$ cat src/rtl/alu_pkg.sv
`default_nettype none
// ============================================================================
//  Module      : alu_pkg
//  Description : Shared constants for the ALU gate-level datapath units.
//  Revision    : 1.0 - initial release
// ============================================================================
package alu_pkg;

  // Native datapath width of the ALU
  localparam int DATA_WIDTH = 32;

  // Handy full-width patterns for the datapath
  localparam logic [DATA_WIDTH-1:0] ZERO_WORD = 32'h0000_0000;
  localparam logic [DATA_WIDTH-1:0] ONES_WORD = 32'hFFFF_FFFF;

endpackage : alu_pkg
`default_nettype wire

$ cat src/rtl/and32_unit_and_bit.sv
`default_nettype none
// ============================================================================
//  Module      : and_bit
//  Description : Single-bit two-input AND gate; the leaf cell the AND unit is
//                built from.
//  Revision    : 1.0 - initial release
// ============================================================================
module and_bit (
  input  logic a,
  input  logic b,
  output logic y
);

  // Pure gate: no state, no clock
  assign y = a & b;

endmodule : and_bit
`default_nettype wire

$ cat src/rtl/and32_unit.sv
`default_nettype none
// ============================================================================
//  Module      : and32_unit
//  Description : Bitwise AND datapath element. F is the combinational
//                A & B; F_q/zero_q/out_valid are a one-cycle registered copy
//                for use at a pipeline-stage boundary.
//  Revision    : 1.0 - initial release
// ============================================================================
module and32_unit
  import alu_pkg::*;
#(
  parameter int WIDTH = DATA_WIDTH
) (
  input  logic             clk,
  input  logic             reset,
  input  logic [WIDTH-1:0] A,
  input  logic [WIDTH-1:0] B,
  input  logic             in_valid,
  output logic [WIDTH-1:0] F,
  output logic [WIDTH-1:0] F_q,
  output logic             out_valid,
  output logic             zero_q
);

  logic [WIDTH-1:0] w_f;
  logic             w_is_zero;
  logic [WIDTH-1:0] r_f_q;
  logic             r_zero_q;
  logic             r_out_valid;

  // One gate per bit, mirroring the other structural ALU gate units
  generate
    for (genvar i = 0; i < WIDTH; i++) begin : g_bit
      and_bit u_and_bit (
        .a (A[i]),
        .b (B[i]),
        .y (w_f[i])
      );
    end
  endgenerate

  // Zero detect on the combinational result, registered alongside it
  assign w_is_zero = (w_f == {WIDTH{1'b0}});

  // Result register: load on an accepted operation, otherwise hold
  always_ff @(posedge clk or posedge reset) begin
    if (reset) begin
      r_f_q <= {WIDTH{1'b0}};
    end else if (in_valid) begin
      r_f_q <= w_f;
    end
  end

  // Zero flag register: tracks the result register's load enable
  always_ff @(posedge clk or posedge reset) begin
    if (reset) begin
      r_zero_q <= 1'b0;
    end else if (in_valid) begin
      r_zero_q <= w_is_zero;
    end
  end

  // Valid register: one-cycle pulse per accepted operation, no backpressure
  always_ff @(posedge clk or posedge reset) begin
    if (reset) begin
      r_out_valid <= 1'b0;
    end else begin
      r_out_valid <= in_valid;
    end
  end

  assign F         = w_f;
  assign F_q       = r_f_q;
  assign zero_q    = r_zero_q;
  assign out_valid = r_out_valid;

endmodule : and32_unit
`default_nettype wire

$ cat config.mk
export PLATFORM = sky130hd
export DESIGN_NAME = and32_unit
export DESIGN_NICKNAME = d
export VERILOG_FILES = /design/src/rtl/alu_pkg.sv /design/src/rtl/and32_unit_and_bit.sv /design/src/rtl/and32_unit.sv
export SDC_FILE = /design/constraint.sdc
export NUM_CORES = 1
export LEC_CHECK = 0
export CORE_ASPECT_RATIO = 0.7
export CORE_UTILIZATION = 31
export DETAILED_ROUTE_END_ITERATION = 8
export PLACE_DENSITY_LB_ADDON = 0.2
export SLEW_MARGIN = 40
export SYNTH_ARGS = -nofsm -noshare
export SYNTH_HDL_FRONTEND = slang
export SYNTH_HIERARCHICAL = 1
export SYNTH_SLANG_ARGS = --single-unit
export TNS_END_PERCENT = 5
$ cat constraint.sdc
create_clock -name clk -period 1.1 [get_ports clk]
set_input_delay 0.275 -clock clk [delete_from_list [all_inputs] [get_ports clk]]
set_output_delay 0.275 -clock clk [all_outputs]
set_load 0.005 [all_outputs]
# After elaboration in Yosys (flattened, before gate mapping)
# Index checks and enable logic that the tools add are counted.
# word_totals
regBits,34
latch_bits,0
ramBits,0
romBits,0
input_bits,67
output_inout_bits,66
word_cells,36
memories,0
# op_classes
add_sub_neg,0
mul,0
n_div,0
order_cmp,0
eq_ne,0
shifts,0
muxes,0
bitwise,32
reduce_logical,1
# ops
op,n
$and A1 B1 Y1,32
$logic_not A32 Y1,1

# Longest topological paths before layout
# logic_depth
depth_word,2
ltp_mapped,4
ltp_nobuf,4

# By module
# The synthesis kept the hierarchy.
# by_module_without_submodules
module,instances,cells_per_inst,area_each_um2,seq_area_each_um2
and32_unit,1,84,1331.3,850.8
and_bit,32,1,6.3,0.0

# Worst setup path before layout
# Ideal clock, no wire load.
# synth_timing
kind,input port to flip-flop
startpoint,in A[29]
endpoint,"reg r_zero_q, in the netlist zero_q"
setup_ns,0.092
t_arrival_ns,1.034
required_time_ns,1.008
slack_ns,-0.026
stages,3
path_buffers,0
path_cell_list,and2_1 > or3_1 > o31ai_2
# synth_between
elab_chain_cells,2
# synth_lines
item,line,text
from (decl),and32_unit.sv:16,"input logic [WIDTH-1:0] A,"
$and A1 B1 Y1,and32_unit_and_bit.sv:15,assign y = a & b;
$logic_not A32 Y1,and32_unit.sv:43,assign w_is_zero = (w_f == {WIDTH{1'b0}});
to (signal assigned),and32_unit.sv:59,r_zero_q <= w_is_zero;
to (decl),and32_unit.sv:28,logic r_zero_q;
# No other way between the ends.
# A chain may end at the register's enable or synchronous reset.

# Worst setup path in the final report
# layout_timing
startpoint,in B[26]
endpoint,"reg r_zero_q, in the netlist zero_q"
# layout_between
elab_chain_cells,2
# layout_lines
item,line,text
from (decl),and32_unit.sv:17,"input logic [WIDTH-1:0] B,"
$and A1 B1 Y1,and32_unit_and_bit.sv:15,
$logic_not A32 Y1,and32_unit.sv:43,
# No other way between the ends.

==> results.json <==
{
  "die_h_um": 60.8,
  "drtIter0Drc": 25,
  "power_switching_uw": 800,
  "syn_avg_cell_area_sq_um": 13.2,
  "hold_viol": 0,
  "grt_pass1_wl_mm": 7.60,
  "p_leak_nw": 1.71,
  "hold_path.class": "input port to async pin",
  "synthSimpleGateAreaFrac": 0.184,
  "avgViaCountPerCell": 4.51,
  "die_w_um": 86.0,
  "vias": 1535,
  "synth_seq_cells": 34,
  "synth_fp_nets": 183,
  "io_pins": 133,
  "max_stage_delay_ns": 0.27,
  "startpoint_type": "input port",
  "grt.met2_usage": 0.330,
  "worst_path_max_delay_cell": "o31ai_4",
  "critPathArrivalTime_ns": 1.44,
  "total_power_mw": 3.22,
  "path_common_cell": "buf_4",
  "gr-usage-met1": 0.253,
  "fin_crit_sh": 1.14,
  "final_common_cell": "dlygate4sd2_1",
  "outcome": "complete, but fails checks",
  "drive_gt1_frac": 0.624,
  "tightest_slew_ns": 0.231,
  "path_class": "input port to register",
  "dp.cells": 324,
  "synth_warnings": 6,
  "ys_seq_area_frac": 0.556,
  "rsz0062_at_grt": "yes",
  "maxCapViolCount": 0,
  "clock_skew_ns": 0,
  "ir_drop_uv": 854,
  "required_ns": 1.29,
  "synthAdderAreaFrac": 0,
  "swShare": 0.249,
  "utilization": 0.702,
  "path_cells": "dlygate4sd2_1 -> and2_4 -> buf_4 -> buf_4 -> nor2_4 -> nand4_1 -> o31ai_4",
  "synth_compound_area_frac": 0.00817,
  "min_period_ns": 1.25,
  "htree_levels": 2,
  "drv_slew": 0,
  "layout.nets": 340,
  "r2r-start": "F_q[8]",
  "grt_overflow": 0,
  "cts_tree": "built",
  "clkSinkCount": 34,
  "fmax_mhz": 801,
  "violations": "negative setup slack",
  "dpl_cell_area_sq_um": 3050,
  "ys_top_cells_by_area": "dfrtp_1 56%, mux2_2 24%, and2_1 13%",
  "dieArea_sq_um": 5230,
  "path_clk_slew_ns": 0.07,
  "instances_no_fill": 340,
  "ant_nets": 0,
  "end_kind": "register",
  "wirelength_mm": 5.01,
  "syn2layout_area_growth_pct": 108,
  "fin_ws_ns": -0.149,
  "cts-buffers-inserted": 5,
  "fill_cells": 364,
  "internal_power_mw": 2.42,
  "num_rows": 20,
  "synth_area_sq_um": 1530,
  "clock_power_share": 0.291,
  "synthXorXnorAreaFrac": 0,
  "clockRootBuffer": "clkbuf_8",
  "wl_per_cell_um": 14.7,
  "grt_max_degree": 35,
  "p_per_area_nw_per_um2": 1010,
  "grtUsageMet3": 0.0667,
  "clock_latency_ns": 0.27,
  "setup_viol": 1,
  "pwr-share-comb": 0.273,
  "portBuffers": 132,
  "cp_num_buf_inv": 3,
  "first_pass_iters": 4,
  "synth_largest_area_cell": "dfrtp_1",
  "busiest_layer": "met2",
  "drc_errors": 0,
  "synthMuxAreaShare": 0.235,
  "stdcell_area_sq_um": 3180,
  "synth.distinct_cells": 13,
  "synthCells": 116,
  "grt_use_total": 0.197,
  "gp_congestion": 0.706,
  "pwr-share-seq": 0.436,
  "grt_pass1_vias": 1478,
  "antenna_found_initial": 0,
  "relSlewSlack": 0.845,
  "crit_start": "B[26]",
  "hold_buffers": 0,
  "start_util": 0.338,
  "synth_top_family_by_area": "multiplexers",
  "mostFrequentLayoutCells": "52 x dlygate4sd2_1, 34 x dfrtp_1, 32 x mux2_2, 32 x and2_4",
  "path_delay_family": "buffers and inverters",
  "coreArea_sq_um": 4530,
  "cts_max_path_buffers": 2,
  "dp_hpwl_mm": 3.66,
  "cp_max_fo": 2,
  "post-synth-top-area-fraction": 0.556,
  "n_antenna_cell": 0
}
==> worst paths after layout <==
| kind | slack, ns | cells past startpoint | to |
|---|---|---|---|
| min in group clk | 0.40 | 3 | F_q[0] |
| worst max register to register | 0.34 | 1 | F_q[8] |
| worst min register to register | 0.50 | 1 | F_q[2] |
| worst min-delay path | 0.33 | 3 | F_q[22] |
| worst max-delay path | -0.15 | 7 | zero_q |
| max in group asynchronous | 0.58 | 3 | F_q[0] |
==> per-stage QoR <==
stage	TNS (ns)	worst slack (ns)	hold WS (ns)
6_report	-0.149	-0.149	0.335
5_1_grt	-0.239	-0.193	0.397
4_1_cts	-1.35	-0.172	0.336
3_5_place_dp	-33.12	-0.654	0.494
3_3_place_gp	-32.50	-0.700	0.489
2_1_floorplan	-0.0209	-0.0209	0.306
==> logic make-up (layout without fill, tap and decap cells) <==
| family | after synthesis | in the layout |
|---|---|---|
| AOI/OAI and AO/OA | 1 | 1 |
| muxes | 32 | 32 |
| DFF | 34 | 34 |
| buffers and inverters | 5 | 163 |
| and+or+nand+nor | 44 | 44 |
==> layer usage <==
metal	vias up	part of all wire
met5	-	0
li1	721	-
met2	57	0.51
met1	755	0.41
met3	2	0.072
met4	0	0.0028
==> power by group through the flow <==
stage	Sequential, mW	Clock (mW)	Combinational, mW
after CTS	1.40	0.970	0.863
final	1.40	0.939	0.879
after floorplan	1.44	0	0.256
after global routing	1.42	1.04	0.947
after detailed placement	1.43	0	0.925
after global placement	1.43	0	0.917
==> cell usage after synthesis, drive strengths merged <==
| cell type | count |
|---|---|
| nor4b | 1 |
| nand2b | 1 |
| nor4 | 6 |
| o31ai | 1 |
| mux2 | 32 |
| inv | 1 |
| dfrtp | 34 |
| or3 | 1 |
| and2 | 32 |
| buf | 4 |
| nor2 | 1 |
| nand4 | 2 |
==> area by class of cell <==
cell class | instances | area, sq um | share of cell area
inverter | 1 | 3.75 | 0.00118
clock buffer | 7 | 86.3 | 0.0271
multi-input combinational | 77 | 855 | 0.269
sequential | 34 | 851 | 0.268
timing repair buffer | 154 | 1300 | 0.408
clock inverter | 1 | 5.00 | 0.00157
tap | 66 | 82.6 | 0.0260
==> state kept, by name (all words and copies together) (netlist names) <==
register   count
F_q           32
out_valid      1
zero_q         1
==> repair_timing <==
| item | in CTS | in global routing |
|---|---|---|
| buffers inserted | 7 | 2 |
| pin swaps | 38 | 14 |
| gates resized for setup | 349 | 43 |
| setup endpoints to repair | 99 | 26 |
(Power assumes the default switching activity.)
